[config.mk]
export PLATFORM = sky130hd
export DESIGN_NAME = jpeg_line_fifo_unpacker_flat
export DESIGN_NICKNAME = d
export VERILOG_FILES = /design/src/rtl/jpeg_line_fifo_unpacker_if.sv /design/src/rtl/jpeg_line_fifo_unpacker.sv /design/src/flat_wrapper.sv
export SDC_FILE = /design/constraint.sdc
export NUM_CORES = 1
export LEC_CHECK = 0
export CORE_UTILIZATION = 40
export DETAILED_ROUTE_END_ITERATION = 16
export DONT_BUFFER_PORTS = 1
export SLEW_MARGIN = 30
export SYNTH_ARGS = -nofsm -noshare
export SYNTH_HDL_FRONTEND = slang
export SYNTH_SLANG_ARGS = --single-unit
[constraint.sdc]
create_clock -name rd_clk -period 7 [get_ports rd_clk]
set_input_delay 1.4 -clock rd_clk [delete_from_list [all_inputs] [get_ports rd_clk]]
set_output_delay 1.4 -clock rd_clk [all_outputs]
set_load 0.005 [all_outputs]
[src/rtl/jpeg_line_fifo_unpacker_if.sv]
// Line FIFO read port plus the outgoing pixel stream of the unpacker.
// Valid/ready: a pixel transfers on a rising rd_clk when pix_valid && pix_ready; while
// pix_valid is high and pix_ready is low the producer holds every pix_* signal unchanged.
interface jpeg_line_fifo_unpacker_if #(
   parameter int DATA_WIDTH = 32,
   parameter int PIX_WIDTH  = 8
);
   logic                  fifo_rd_en;
   logic [DATA_WIDTH-1:0] fifo_rd_data;
   logic                  fifo_rd_empty;
   logic [PIX_WIDTH-1:0]  pix_data;
   logic                  pix_valid;
   logic                  pix_ready;
   logic                  pix_sol;
   logic                  pix_eol;
   logic                  pix_eof;

   modport master (
      output fifo_rd_en,
      input  fifo_rd_data, fifo_rd_empty,
      output pix_data, pix_valid, pix_sol, pix_eol, pix_eof,
      input  pix_ready
   );

   modport slave (
      input  fifo_rd_en,
      output fifo_rd_data, fifo_rd_empty,
      input  pix_data, pix_valid, pix_sol, pix_eol, pix_eof,
      output pix_ready
   );
endinterface

[src/rtl/jpeg_line_fifo_unpacker.sv]
// Pops packed words from the line FIFO, unpacks them lane 0 first into a registered pixel
// stream and tags each pixel with sol/eol/eof from the geometry latched at frame start.
module jpeg_line_fifo_unpacker #(
   parameter int DATA_WIDTH = 32,
   parameter int PIX_WIDTH  = 8,
   parameter int X_WIDTH    = 12,
   parameter int Y_WIDTH    = 12
) (
   input  logic                      rd_clk,
   input  logic                      rd_rst,
   input  logic [X_WIDTH-1:0]        cfg_width,
   input  logic [Y_WIDTH-1:0]        cfg_height,
   jpeg_line_fifo_unpacker_if.master bus,
   output logic                      busy
);
   localparam int LANES  = DATA_WIDTH / PIX_WIDTH;
   localparam int LANE_W = $clog2(LANES);

   logic                  inflight;
   logic [DATA_WIDTH-1:0] buf_mem [2];
   logic                  buf_wr_ptr;
   logic                  buf_rd_ptr;
   logic [1:0]            buf_cnt;
   logic [DATA_WIDTH-1:0] cur_word;
   logic                  cur_loaded;
   logic [LANE_W-1:0]     lane;
   logic [X_WIDTH-1:0]    x;
   logic [X_WIDTH-1:0]    w;
   logic [Y_WIDTH-1:0]    y;
   logic [Y_WIDTH-1:0]    h;

   logic [2:0]            occupancy;
   logic                  pop;
   logic                  src_avail;
   logic [DATA_WIDTH-1:0] src_word;
   logic                  xfer;
   logic                  load_out;
   logic                  take_buf;
   logic                  bypass;
   logic                  buf_wr;
   logic                  last_lane;
   logic [PIX_WIDTH-1:0]  next_pix;
   logic                  frame_start;
   logic [X_WIDTH-1:0]    eff_w;
   logic [Y_WIDTH-1:0]    eff_h;
   logic                  next_sol;
   logic                  next_eol;
   logic                  next_eof;

   // Word source for the next pixel: the partly unpacked word first, then the buffer head,
   // and with both empty the word arriving from the FIFO this cycle, so a cold start
   // reaches the output register one cycle after the read data appears.
   always_comb begin
      occupancy   = {1'b0, buf_cnt} + {2'b00, inflight};
      pop         = !rd_rst && !bus.fifo_rd_empty && (occupancy < 3'd2);
      src_avail   = cur_loaded || (buf_cnt != 2'd0) || inflight;
      src_word    = cur_loaded ? cur_word :
                    (buf_cnt != 2'd0) ? buf_mem[buf_rd_ptr] : bus.fifo_rd_data;
      xfer        = bus.pix_valid && bus.pix_ready;
      load_out    = src_avail && (!bus.pix_valid || bus.pix_ready);
      take_buf    = load_out && !cur_loaded && (buf_cnt != 2'd0);
      bypass      = load_out && !cur_loaded && (buf_cnt == 2'd0);
      buf_wr      = inflight && !bypass;
      last_lane   = (lane == LANE_W'(LANES - 1));
      next_pix    = '0;
      for (int i = 0; i < LANES; i++) begin
         if (lane == LANE_W'(i)) next_pix = src_word[i*PIX_WIDTH +: PIX_WIDTH];
      end
      frame_start = (x == '0) && (y == '0);
      eff_w       = frame_start ? cfg_width : w;
      eff_h       = frame_start ? cfg_height : h;
      next_sol    = (x == '0);
      next_eol    = (x == eff_w - 1'b1);
      next_eof    = next_eol && (y == eff_h - 1'b1);
   end

   assign bus.fifo_rd_en = pop;

   always_ff @(posedge rd_clk or posedge rd_rst) begin
      if (rd_rst) begin
         inflight   <= 1'b0;
         buf_mem[0] <= '0;
         buf_mem[1] <= '0;
         buf_wr_ptr <= 1'b0;
         buf_rd_ptr <= 1'b0;
         buf_cnt    <= 2'd0;
      end else begin
         inflight <= pop;
         if (buf_wr) begin
            buf_mem[buf_wr_ptr] <= bus.fifo_rd_data;
            buf_wr_ptr          <= !buf_wr_ptr;
         end
         if (take_buf) buf_rd_ptr <= !buf_rd_ptr;
         case ({buf_wr, take_buf})
            2'b10:   buf_cnt <= buf_cnt + 2'd1;
            2'b01:   buf_cnt <= buf_cnt - 2'd1;
            default: buf_cnt <= buf_cnt;
         endcase
      end
   end

   always_ff @(posedge rd_clk or posedge rd_rst) begin
      if (rd_rst) begin
         cur_word   <= '0;
         cur_loaded <= 1'b0;
         lane       <= '0;
      end else if (load_out) begin
         if (last_lane) begin
            lane       <= '0;
            cur_loaded <= 1'b0;
         end else begin
            lane <= lane + 1'b1;
            if (!cur_loaded) begin
               cur_word   <= src_word;
               cur_loaded <= 1'b1;
            end
         end
      end
   end

   // x/y track the position of the next pixel to enter the output register.
   always_ff @(posedge rd_clk or posedge rd_rst) begin
      if (rd_rst) begin
         bus.pix_data  <= '0;
         bus.pix_valid <= 1'b0;
         bus.pix_sol   <= 1'b0;
         bus.pix_eol   <= 1'b0;
         bus.pix_eof   <= 1'b0;
         x             <= '0;
         y             <= '0;
         w             <= '0;
         h             <= '0;
         busy          <= 1'b0;
      end else begin
         if (load_out) begin
            bus.pix_data  <= next_pix;
            bus.pix_valid <= 1'b1;
            bus.pix_sol   <= next_sol;
            bus.pix_eol   <= next_eol;
            bus.pix_eof   <= next_eof;
            if (frame_start) begin
               w <= cfg_width;
               h <= cfg_height;
            end
            if (next_eol) begin
               x <= '0;
               y <= next_eof ? '0 : y + 1'b1;
            end else begin
               x <= x + 1'b1;
            end
         end else if (xfer) begin
            bus.pix_valid <= 1'b0;
         end
         if (xfer && bus.pix_eof) busy <= 1'b0;
         if (load_out && frame_start) busy <= 1'b1;
      end
   end
endmodule
[src/flat_wrapper.sv]
// flat-port wrapper written by rule: the top's interface ports become plain ports
module jpeg_line_fifo_unpacker_flat 
#(
   parameter int DATA_WIDTH = 32,
   parameter int PIX_WIDTH  = 8,
   parameter int X_WIDTH    = 12,
   parameter int Y_WIDTH    = 12
)
  (rd_clk, rd_rst, cfg_width, cfg_height, busy, bus_fifo_rd_en, bus_fifo_rd_data, bus_fifo_rd_empty, bus_pix_data, bus_pix_valid, bus_pix_sol, bus_pix_eol, bus_pix_eof, bus_pix_ready);
  jpeg_line_fifo_unpacker_if #(.DATA_WIDTH(DATA_WIDTH), .PIX_WIDTH(PIX_WIDTH)) bus_i ();
  input  logic rd_clk;
  input  logic rd_rst;
  input  logic [X_WIDTH-1:0] cfg_width;
  input  logic [Y_WIDTH-1:0] cfg_height;
  output logic busy;
  output wire logic [$bits(bus_i.fifo_rd_en)-1:0] bus_fifo_rd_en;
  input wire logic [$bits(bus_i.fifo_rd_data)-1:0] bus_fifo_rd_data;
  input wire logic [$bits(bus_i.fifo_rd_empty)-1:0] bus_fifo_rd_empty;
  output wire logic [$bits(bus_i.pix_data)-1:0] bus_pix_data;
  output wire logic [$bits(bus_i.pix_valid)-1:0] bus_pix_valid;
  output wire logic [$bits(bus_i.pix_sol)-1:0] bus_pix_sol;
  output wire logic [$bits(bus_i.pix_eol)-1:0] bus_pix_eol;
  output wire logic [$bits(bus_i.pix_eof)-1:0] bus_pix_eof;
  input wire logic [$bits(bus_i.pix_ready)-1:0] bus_pix_ready;
  assign bus_fifo_rd_en = bus_i.fifo_rd_en;
  assign bus_i.fifo_rd_data = bus_fifo_rd_data;
  assign bus_i.fifo_rd_empty = bus_fifo_rd_empty;
  assign bus_pix_data = bus_i.pix_data;
  assign bus_pix_valid = bus_i.pix_valid;
  assign bus_pix_sol = bus_i.pix_sol;
  assign bus_pix_eol = bus_i.pix_eol;
  assign bus_pix_eof = bus_i.pix_eof;
  assign bus_i.pix_ready = bus_pix_ready;
  jpeg_line_fifo_unpacker #(.DATA_WIDTH(DATA_WIDTH), .PIX_WIDTH(PIX_WIDTH), .X_WIDTH(X_WIDTH), .Y_WIDTH(Y_WIDTH)) u_core (.rd_clk(rd_clk), .rd_rst(rd_rst), .cfg_width(cfg_width), .cfg_height(cfg_height), .bus(bus_i), .busy(busy));
endmodule
==> results of run 1 <==
## synth_stat cells, drive strengths merged, types with 5 or more instances
library cell	number	area share, %
nor3	23	1.2
nand4b	5	0.46
o21ai	82	4.5
o211ai	20	1.6
xor2	14	1.3
a21oi	68	3.6
a211oi	16	1.3
inv	17	0.67
nand2b	25	1.6
or3	7	0.46
mux2i	38	4.0
o31a	6	0.55
nand2	64	2.6
nand4	8	0.59
nand3	25	1.3
nor2	102	4.1
o22ai	11	0.72
mux2	90	11
buf	18	1.0
clkbuf	47	1.9
ha	11	1.4
dfrtp	165	43
nor2b	5	0.33
xnor2	19	1.8
or4	8	0.67
and3	11	0.72
nor4	14	1.2
a21o	5	0.39
o31ai	6	0.47
## metal layers
layer	track usage (%)	vias to the layer above	share of wire, %
li1	-	3532	-
met1	28.2	3678	47
met2	30.6	202	45
met3	5.33	26	6.8
met4	5.37	0	1.3
met5	0	-	0
## kinds of logic (layout without fill, tap and decap cells)
kind of cell	Yosys count	in the layout	synth area share [%]
multiplexers	128	128	14.7
adder cells (fa/ha/maj)	11	11	1.45
AO/OA/AOI/OAI	249	249	16.1
XOR/XNOR	33	33	3.04
AND/OR/NAND/NOR	326	326	17.8
flip-flops	165	165	43.4
buffers and inverters	82	59	3.54
## metrics by stage
stage	hold slack [ns]	instance area, um^2
floorplan	0.445	9510
global placement	0.460	9730
detailed placement	0.472	9760
CTS	0.488	10300
global route	0.509	10300
finish	0.483	10300
## power groups by stage
stage | Clock (mW) | Combinational, mW | Sequential [mW]
floorplan | 0 | 1.15 | 1.46
CTS | 0.938 | 1.36 | 1.62
global placement | 0 | 1.31 | 1.63
finish | 0.922 | 1.34 | 1.63
detailed placement | 0 | 1.35 | 1.64
global route | 0.973 | 1.53 | 1.68
## critical path: cells and delay by family (launching register included)
| family | cells | cell delay [ns] |
|---|---|---|
| AND/OR/NAND/NOR | 8 | 2.87 |
| AO/OA/AOI/OAI | 5 | 1.46 |
| flip-flops | 1 | 0.51 |
| adder cells (fa/ha/maj) | 1 | 0.24 |
## cell type report
cell class | instances | area share, %
clock buffer | 21 | 4.36
tap | 319 | 3.86
clock inverter | 11 | 1.13
inverter | 17 | 0.690
multi-input combinational | 747 | 49.0
sequential | 165 | 40.0
timing repair buffer | 10 | 0.920
## state kept, by name (all words and copies together), names as in the netlist
register / flops
u_core.buf_wr_ptr: 1
u_core.lane: 2
u_core.w: 12
u_core.bus.pix_data: 8
u_core.bus.pix_valid: 1
u_core.x: 12
u_core.cur_word: 32
u_core.bus.pix_eof: 1
u_core.bus.pix_sol: 1
u_core.cur_loaded: 1
u_core.bus.pix_eol: 1
u_core.busy: 1
u_core.h: 12
u_core.buf_cnt: 2
u_core.y: 12
u_core.buf_rd_ptr: 1
u_core.buf_mem: 64
u_core.inflight: 1
## layout by cell type, fill, tap and decap left out, types with 7 or more instances in the layout
cell type	instances
o21ai_0	79
xor2_1	14
or4_1	7
inv_1	16
o211ai_1	20
mux2_2	90
ha_1	11
nand4_1	7
clkbuf_16	17
or3_1	7
buf_4	9
and3_1	11
xnor2_1	19
nand3_1	25
nor2_1	97
mux2i_1	38
dfrtp_1	163
nor3_1	22
o22ai_1	11
a21oi_1	68
nand2_1	63
nor4_1	10
nand2b_1	25
a211oi_1	16
## final timing paths
path                       depth (start not counted)           startpoint  slack [ns]             endpoint
min in group asynchronous                          1               rd_rst        0.93   u_core.buf_mem[38]
min reg2reg                                        2  u_core.cur_word[19]        0.48  u_core.cur_word[19]
min                                                2  u_core.cur_word[19]        0.48  u_core.cur_word[19]
max in group asynchronous                          2               rd_rst        4.70    u_core.cur_loaded
max                                               14          u_core.y[7]        1.83          u_core.y[6]
max reg2reg                                       14          u_core.y[7]        1.83          u_core.y[6]
==> metrics.md, run 1 <==
| Metric | Value |
|---|---|
| Status | finished clean |
| Syn Inst Count | 994 |
| Fillers | 2,286 |
| Antenna viol nets, final | 0 |
| Setup TNS Final | 0 ns |
| Ratio of cells with drive above 1 in the final layout | roughly 16% |
| Cts repair resizes | 0 |
| Final setup margin | 1.83 ns |
| Util after Layout | 44.2% |
| Cts hold-fix bufs | 0 |
| Port Buffer Count | 0 |
| CP Data Required Time | between 7 and 8 ns |
| Number of max-slew violations in the final report | 0 |
| Starting Density | 40.6% |
| Sequential share of the synthesized area | 43.4% |
| DR DRC count | 0 |
| Htree depth | 4 |
| Critical path arrival | roughly 5.5 ns |
| First-pass GRT wire length | 38.6 mm |
| Initial antenna violation count | 0 |
| Worst-path cell chain | nor4_2 > nand4_2 > o21ai_0 > and2_1 > ha_1 > or3b_2 > o31a_1 > a211oi_1 > nor3_1 > nor4_1 > nand4_1 > and4b_1 > o21ai_4 > o211ai_1 |
| Internal Dissipation | 2.41 mW |
| Achievable frequency | between 0.15 and 0.2 GHz |
| Layout Skew | 0.0108 ns |
| Final non-filler cell total | 1,290 |
| CORE AREA | ~23,000 um^2 |
| RSZ-0062 raised after global routing | no |
| EDFF count, synth | 0 |
| Largest net degree at the start of global routing | 110 |
| CTS tree | built |
| CP Launch Type | flop |
| Proportion of power drawn by combinational gates | about a third |
| Total GRT Usage | about a fifth |
| Die height | 156 um |
| Ant. Diodes | 0 |
| IO Pins | 74 |
| # rows | 56 |
| Max VDD drop | 154 uV |
| Area of the multi-input gates | 5070 um^2 |
| Register Area | a little over 4000 um^2 |
| Nets | 1,029 |
| Clock sink count | 165 |
| Synth unique cells | 69 |
| Pleak | 4.17 nW |
| Pwr per Cell Area | about 380 nW/um^2 |
| Post-detailed-route wirelength per cell | 18.3 um |
| Worst-Margin Slew | 0.931 ns |
| Worst hold path class | reg2reg |
| Detailed Route Iter0 Violations | 471 |
| Width of the chip | 156 um |
| Post-Route WL | 23.7 mm |
| Total CTS buffers | 17 |
| Slowest CP cell | and4b_1 |
| YS warnings | 0 |
| Critical Path Max Stage Delay | 0.82 ns |
| Synthesis-to-layout area growth | 8.74% |
| Switching power | roughly 1.5 mW |
| Vias | 7,438 |
| Total power | 3.90 mW |
| Root Buffer | clkbuf_16 |
| Pre-CTS setup slack | 1.84 ns |
| Tmin final | 5.17 ns |
| Placed Cells | between 1,000 and 1,500 |
| Most used DFF post-synth | dfrtp_1 |
| Switching share of power | 38.0% |
| Clock buffer depth | 2 |
| Synth Register Bits | 165 |
| Post-CTS setup buffer count | 0 |
| Final setup vio count | 0 |
| GRT overflow | 0 |
| Clk slew on worst S/H paths | 0.06 ns |
| Maxcap violations | 0 |
| Worst setup path class | reg2reg |
| Full die area | 24,400 um^2 |
| Max_slew headroom | 37.4% |
| Sequential share of power | a little over two fifths |
| Placed wire-length estimate | about 16 mm |
| DRT Pass-1 Iters | 5 |
| Crit share post-route | about three quarters |
| Clk pwr share | 23.7% |
| Maximum net fanout on the critical path | 21 |
| Syn_nets | 1,065 |
| Vias in the first global route | 7,059 |
| Via density | 5.77 |
| Avg Inst Size Synth | ~9.6 um^2 |
| Post-Syn Area | between 9000 and 10,000 um^2 |
| Final Hold Viols | 0 |
| Ys async rst share | 100% |
| Crit path capture type | flop |
| Clock Latency Late Sink | 0.43 ns |
| Placer congestion estimate | 0.857 |
Note: power is estimated with default switching activity, not from simulation.
==> inputs of run 2 (changes only) <==
clock period = 4.9 ns   (was 7 ns; I/O delays follow)
==> run 2 against run 1 <==
Net effect:
- sequential power up 39%
- first-iteration DRC count rose by 1.9%
- clock skew up 0.0053 ns
- clock-buffer cell count shrank 3
- die area stayed put
- critical endpoint is now u_core.bus.pix_eof
- cell area increased by 1.4%
- global-route usage decreased by 0.35 points
- core utilization grew 0.60 points
- clock power up 53%
- cell count is 0.93% higher
- register-to-register slack worse by 1.4 ns
- power rose by 45%
==> metrics.md, run 2 (synthesis gave the netlist of run 1 again) <==
| Metric | Value |
|---|---|
| Status | finished clean (unchanged) |
| Placed Cells | 1,270 (was 1,258) |
| Crit share post-route | 91.9% (was 73.9%) |
| Vias | 7,285 (was 7,438) |
| Cts hold-fix bufs | 0 (unchanged) |
| Critical Path Max Stage Delay | 0.66 ns (was 0.82 ns) |
| Total CTS buffers | 17 (unchanged) |
| Worst setup path class | reg2reg (unchanged) |
| Switching power | 2.13 mW (was 1.48 mW) |
| CORE AREA | 23,400 um^2 (unchanged) |
| Tmin final | 4.51 ns (was 5.17 ns) |
| Via density | 5.60 (was 5.77) |
| RR Startpoint | u_core.y[7] (unchanged) |
| Commonest non-fill, non-tap cell in the layout | dfrtp_1 (unchanged) |
| Worst-path cell chain | nor4_2 > nand4_2 > nor2_4 > mux2i_1 > ha_1 > or4b_2 > nor4_1 > xor2_1 > a22oi_1 > o31ai_1 > nand4_1 > or4_4 > or3_1 > o21ai_2 (was nor4_2 > nand4_2 > o21ai_0 > and2_1 > ha_1 > or3b_2 > o31a_1 > a211oi_1 > nor3_1 > nor4_1 > nand4_1 > and4b_1 > o21ai_4 > o211ai_1) |
| Post-CTS setup buffer count | 0 (unchanged) |
| Placer congestion estimate | 0.889 (was 0.857) |
| RSZ-0062 raised after global routing | no (unchanged) |
| Largest net degree at the start of global routing | 144 (was 110) |
| Max_slew headroom | 37.4% (about the same) |
| Final non-filler cell total | 1,302 (was 1,290) |
| Antenna viol nets, final | 0 (unchanged) |
| Vias in the first global route | 7,001 (was 7,059) |
| Internal Dissipation | 3.52 mW (was 2.41 mW) |
| Maximum net fanout on the critical path | 12 (was 21) |
| Clk slew on worst S/H paths | 0.07 ns (was 0.06 ns) |
| Worst hold path class | in2async (was reg2reg) |
| # rows | 56 (unchanged) |
| Max VDD drop | 236 uV (was 154 uV) |
| Total GRT Usage | 19.8% (was 20.1%) |
| Width of the chip | 156 um (unchanged) |
| Final Hold Viols | 0 (unchanged) |
| Worst setup path startpoint | u_core.y[7] (unchanged) |
| Sequential share of power | 40.2% (was 41.8%) |
| Worst-Margin Slew | 0.939 ns (was 0.931 ns) |
| Clock sink count | 165 (unchanged) |
| Clock Latency Late Sink | 0.43 ns (about the same) |
| Placed wire-length estimate | 16.1 mm (about the same) |
| Detailed Route Iter0 Violations | 480 (was 471) |
| Post-detailed-route wirelength per cell | 17.9 um (was 18.3 um) |
| Maxcap violations | 0 (unchanged) |
| CP Launch Type | flop (unchanged) |
| Nets | 1,041 (was 1,029) |
| Port Buffer Count | 0 (unchanged) |
| Htree depth | 4 (unchanged) |
| Slowest CP cell | or4b_2 (was and4b_1) |
| Ratio of cells with drive above 1 in the final layout | 17.4% (was 16.2%) |
| Final Instance Area | 10,500 um^2 (was 10,300 um^2) |
| Crit path capture type | flop (unchanged) |
| Full die area | 24,400 um^2 (unchanged) |
| Starting Density | 40.6% (unchanged) |
| Cts repair resizes | 0 (unchanged) |
| Setup TNS Final | 0 ns (unchanged) |
| Number of max-slew violations in the final report | 0 (unchanged) |
| GRT overflow | 0 (unchanged) |
| Achievable frequency | 0.222 GHz (was 0.193 GHz) |
| Layout Skew | 0.0161 ns (was 0.0108 ns) |
| CTS tree | built (unchanged) |
| Hold WS | 0.473 ns (was 0.483 ns) |
| Placed Area | 9860 um^2 (was 9760 um^2) |
| Commonest non-fill, non-tap cells in the layout | 163 x dfrtp_1, 98 x nor2_1, 90 x mux2_2 (was 163 x dfrtp_1, 97 x nor2_1, 90 x mux2_2) |
| Switching share of power | 37.7% (was 38.0%) |
| Initial antenna violation count | 0 (unchanged) |
| Top flop regs | u_core.buf_mem: 64 flops, u_core.cur_word: 32 flops (unchanged) |
| Max reg flops | 64 (unchanged) |
| Root Buffer | clkbuf_16 (unchanged) |
| Clock buffer depth | 2 (unchanged) |
| Final setup vio count | 0 (unchanged) |
| IO Pins | 74 (unchanged) |
| CP Data Required Time | 5.25 ns (was 7.33 ns) |
| Biggest register | u_core.buf_mem (unchanged) |
| Post-Route WL | 23.3 mm (was 23.7 mm) |
| Total power | 5.65 mW (was 3.90 mW) |
| Proportion of power drawn by combinational gates | 34.9% (was 34.5%) |
| Pre-CTS setup slack | 0.335 ns (was 1.84 ns) |
| Final setup margin | 0.395 ns (was 1.83 ns) |
| Ant. Diodes | 0 (unchanged) |
| Pleak | 4.26 nW (was 4.17 nW) |
| Die height | 156 um (unchanged) |
| DR DRC count | 0 (unchanged) |
| Util after Layout | 44.8% (was 44.2%) |
| Pwr per Cell Area | 539 nW/um^2 (was 377 nW/um^2) |
| Critical path arrival | 4.86 ns (was 5.51 ns) |
| DRT Pass-1 Iters | 5 (unchanged) |
| First-pass GRT wire length | 38.1 mm (was 38.6 mm) |
| Synthesis-to-layout area growth | 10.2% (was 8.74%) |
| Clk pwr share | 24.9% (was 23.7%) |
## run 2: cell type report
cell class                      count  area, um^2
Fill cell                        2249       12900
Multi-Input combinational cell    747        5070
Sequential cell                   165        4130
Clock buffer                       18         429
Tap cell                          319         399
Timing Repair Buffer               22         198
Clock inverter                     14         185
Inverter                           17        67.6
## run 2: worst paths after layout
kind	end	slack [ns]	cells after the start
worst min register to register	u_core.cur_word[22]	0.48	2
worst max-delay path	u_core.bus.pix_eof	0.39	14
worst min-delay path	u_core.w[1]	0.47	1
max in group asynchronous	u_core.cur_loaded	3.15	2
min in group rd_clk	u_core.cur_word[22]	0.48	2
worst max register to register	u_core.bus.pix_eof	0.39	14
## run 2: layer usage
layer / track usage, % / share of wire [%] / vias to the layer above
met5: 0 / 0 / -
met4: 5.93 / 1.5 / 0
met3: 4.44 / 5.3 / 20
met2: 30.1 / 45 / 170
met1: 28.0 / 48 / 3529
li1: - / - / 3566
## run 2: power groups by stage
stage	sequential [mW]	combinational (mW)	clock, mW
after floorplan	2.09	1.65	0
after global placement	2.28	1.93	0
after detailed placement	2.29	1.98	0
after CTS	2.27	1.99	1.44
after global routing	2.35	2.22	1.51
final	2.27	1.97	1.41
## run 2: worst max-delay path: cells and delay by family (launching register included)
family,cells,cell delay [ns]
fa+ha+maj,1,0.25
xor+xnor,1,0.23
flops,1,0.50
simple gates,8,2.91
compound gates,3,0.32
mux,1,0.21
==> inputs of run 3 (changes only) <==
ABC_AREA = 1   (was unset)
==> run 3 against run 2 <==
Net effect:
- routed wire length up 3.1%
- highest routed layer unchanged
- critical path depth up 6
- sequential power down 6%
- via count up 11%
- register-to-register slack better by 0.56 ns
- setup slack better by 0.56 ns
- clock power about the same
- power down 0.24%
- clock skew up 0.0052 ns
==> metrics.md, run 3 <==
| Metric | Value |
|---|---|
| Pleak | 5.45 nW (was 4.26 nW) |
| Switching power | 2.39 mW (was 2.13 mW) |
| Synthesis-to-layout area growth | 9.03% (was 10.2%) |
| Reg2reg end | u_core.y[9] (was u_core.bus.pix_eof) |
| Max reg flops | 64 (unchanged) |
| Final setup vio count | 0 (unchanged) |
| Post-Syn Area | 9440 um^2 (was 9510 um^2) |
| IO Pins | 74 (unchanged) |
| Biggest register | u_core.buf_mem (unchanged) |
| # rows | 55 (was 56) |
| Proportion of power drawn by combinational gates | 37.5% (was 34.9%) |
| Via density | 5.08 (was 5.60) |
| GRT Max-Usage Layer | met2 (unchanged) |
| Achievable frequency | 0.253 GHz (was 0.222 GHz) |
| EDFF count, synth | 0 (unchanged) |
| Clk pwr share | 24.8% (was 24.9%) |
| Clock Latency Late Sink | 0.44 ns (was 0.43 ns) |
| Pwr per Cell Area | 548 nW/um^2 (was 539 nW/um^2) |
| CP Data Required Time | 5.23 ns (was 5.25 ns) |
| Total CTS buffers | 17 (unchanged) |
| YS warnings | 0 (unchanged) |
| Root Buffer | clkbuf_16 (unchanged) |
| Total power | 5.64 mW (was 5.65 mW) |
| Maximum net fanout on the critical path | 31 (was 12) |
| GRT overflow | 0 (unchanged) |
| Hold WS | 0.467 ns (was 0.473 ns) |
| Ys async rst share | 100% (unchanged) |
| Crit path capture type | flop (unchanged) |
| Maxcap violations | 0 (unchanged) |
| Yosys top cell area share | 43.7% (was 43.4%) |
| Layout Skew | 0.0213 ns (was 0.0161 ns) |
| Vias | 8,088 (was 7,285) |
| Synth unique cells | 40 (was 69) |
| Final Hold Viols | 0 (unchanged) |
| Setup slack, reg-to-reg | 0.95 ns (was 0.39 ns) |
| Placed wire-length estimate | 16.6 mm (was 16.1 mm) |
| Worst setup path startpoint | u_core.y[0] (was u_core.y[7]) |
| RSZ-0062 raised after global routing | no (unchanged) |
| Detailed Route Iter0 Violations | 657 (was 480) |
| Worst setup path class | reg2reg (unchanged) |
| Cts hold-fix bufs | 0 (unchanged) |
| Max VDD drop | 294 uV (was 236 uV) |
| Total GRT Usage | 20.9% (was 19.8%) |
| Largest net degree at the start of global routing | 110 (was 144) |
| Grt met1 use | 29.7% (was 28.0%) |
| Fillers | 2,329 (was 2,249) |
| Port Buffer Count | 0 (unchanged) |
| GR Layer Usage met3 | 3.31% (was 4.44%) |
| Commonest non-fill, non-tap cell in the layout | nand2_1 (was dfrtp_1) |
| Syn Inst Count | 1,294 (was 994) |
| DRT Pass-1 Iters | 5 (unchanged) |
| Vias in the first global route | 7,535 (was 7,001) |
| Initial antenna violation count | 0 (unchanged) |
| Synth Register Bits | 165 (unchanged) |
| CTS tree | built (unchanged) |
| Post-synth top area cell | dfrtp_1 (unchanged) |
| Synth top cells by count | 363 x nand2_1, 165 x dfrtp_1, 155 x inv_1, 146 x o21ai_0, 111 x nor2_1 (was 165 x dfrtp_1, 101 x nor2_1, 90 x mux2_2, 79 x o21ai_0, 68 x a21oi_1) |
| Width of the chip | 156 um (about the same) |
| Tmin final | 3.95 ns (was 4.51 ns) |
| Internal Dissipation | 3.24 mW (was 3.52 mW) |
| DR DRC count | 0 (unchanged) |
| Worst reg2reg path depth | 20 (was 14) |
| Clock buffer depth | 2 (unchanged) |
| Final Instance Area | 10,300 um^2 (was 10,500 um^2) |
| Starting Density | 41.2% (was 40.6%) |
| Die height | 156 um (about the same) |
| Cts repair resizes | 0 (unchanged) |
| Ratio of cells with drive above 1 in the final layout | 6.88% (was 17.4%) |
| Max_slew headroom | 42.1% (was 37.4%) |
| Crit share post-route | 80.6% (was 91.9%) |
| Switching share of power | 42.5% (was 37.7%) |
| Nets | 1,337 (was 1,041) |
| Clk slew on worst S/H paths | 0.08 ns (was 0.07 ns) |
| Worst hold path class | reg2reg (was in2async) |
| Pre-CTS setup slack | 1.00 ns (was 0.335 ns) |
| Setup TNS Final | 0 ns (unchanged) |
| Top flop regs | u_core.buf_mem: 64 flops, u_core.cur_word: 32 flops (unchanged) |
| Status | finished clean (unchanged) |
| RR Startpoint | u_core.y[0] (was u_core.y[7]) |
| Placer congestion estimate | 0.892 (was 0.889) |
| Ant. Diodes | 0 (unchanged) |
| CORE AREA | 22,900 um^2 (was 23,400 um^2) |
| Syn_nets | 1,365 (was 1,065) |
| Worst-Margin Slew | 0.866 ns (was 0.939 ns) |
| Full die area | 24,200 um^2 (was 24,400 um^2) |
| Commonest non-fill, non-tap cells in the layout | 363 x nand2_1, 165 x dfrtp_1, 154 x inv_1 (was 163 x dfrtp_1, 98 x nor2_1, 90 x mux2_2) |
| Clock sink count | 165 (unchanged) |
| Met2 usage | 32.8% (was 30.1%) |
| CP Launch Type | flop (unchanged) |
| Avg Inst Size Synth | 7.30 um^2 (was 9.57 um^2) |
| Sequential share of power | 37.7% (was 40.2%) |
| Sequential share of the synthesized area | 43.7% (was 43.4%) |
| Antenna viol nets, final | 0 (unchanged) |
| Final setup margin | 0.951 ns (was 0.395 ns) |
| Htree depth | 4 (unchanged) |
| Most used DFF post-synth | dfrtp_1 (unchanged) |
| Post-detailed-route wirelength per cell | 15.1 um (was 17.9 um) |
| Placed Area | 9670 um^2 (was 9860 um^2) |
| Number of max-slew violations in the final report | 0 (unchanged) |
| Critical path arrival | 4.28 ns (was 4.86 ns) |
| Synth area leaders | dfrtp_1 44%, nand2_1 14%, o21ai_0 7.7% (was dfrtp_1 43%, mux2_2 11%, o21ai_0 4.2%) |
| Post-Route WL | 24.0 mm (was 23.3 mm) |
| Post-CTS setup buffer count | 0 (unchanged) |
| Cell with the most instances after synthesis | nand2_1 (was dfrtp_1) |
| CP endpoint | u_core.y[9] (was u_core.bus.pix_eof) |
| First-pass GRT wire length | 39.8 mm (was 38.1 mm) |
==> run 3: kinds of logic (layout without fill, tap and decap cells) <==
logic type      Yosys count  after routing  synth area share [%]
buf+inv                 223            208                  9.41
fa+ha+maj                11             11                  1.46
compound gates          244            244                  14.8
flops                   165            165                  43.7
xor+xnor                 31             31                  2.88
simple gates            620            620                  27.8
==> run 3: final cells by class <==
cell class,instances,area [um^2],area share [%]
inverters,165,623,6.05
multi-input cells,906,4440,43.1
repair buffers,11,95.1,0.924
clock buffers,17,425,4.13
flip-flops and latches,165,4130,40.1
clock inverters,15,193,1.87
well taps,313,392,3.81
==> run 3: worst max-delay path, cell delays in order, from the launching register on <==
cell,delay [ns]
dfrtp_1,0.46
inv_1,0.14
ha_1,0.18
nand3_1,0.12
nor2_4,0.34
nand2_2,0.46
nand2_1,0.18
nand2_1,0.14
ha_1,0.25
nand2_1,0.13
nor2_4,0.06
nand2_1,0.10
nand2_1,0.07
nand3_1,0.12
nand2_1,0.07
nor2_1,0.10
nand2_1,0.11
nor2_4,0.36
nand2_2,0.26
nand2_1,0.11
nand2_1,0.06
==> run 3: worst min-delay path by stage <==
stage                                  start            endpoint  slack (ns)  cells past startpoint
final                     u_core.cur_word[9]  u_core.cur_word[9]        0.47                      2
after global routing      u_core.cur_word[7]  u_core.cur_word[7]        0.49                      2
after detailed placement  u_core.cur_word[9]  u_core.cur_word[9]        0.45                      2
after CTS                 u_core.cur_word[9]  u_core.cur_word[9]        0.47                      2
after floorplan           u_core.cur_word[7]  u_core.cur_word[7]        0.44                      2
after global placement    u_core.cur_word[7]  u_core.cur_word[7]        0.45                      2
==> run 3: power by group through the flow <==
stage,combinational (mW),sequential [mW],clock [mW]
after floorplan,1.61,2.07,0
after global placement,2.11,2.14,0
after detailed placement,2.13,2.15,0
after CTS,2.14,2.13,1.43
after global routing,2.45,2.19,1.47
final,2.12,2.13,1.40
==> run 3: per-stage QoR <==
step           utilization [%]  instances
2_1_floorplan                -       1294
3_3_place_gp              42.2       1560
3_5_place_dp              42.2       1560
4_1_cts                   44.9       1592
5_1_grt                   44.9       1592
6_report                  44.9       1592
==> run 3: routing by layer <==
metal	vias to the layer above	wire length [um]	share of wire [%]
met5	-	0	0
met4	0	436	1.8
met3	27	914	3.8
met2	155	10900	45
met1	3780	11800	49
li1	4126	-	-
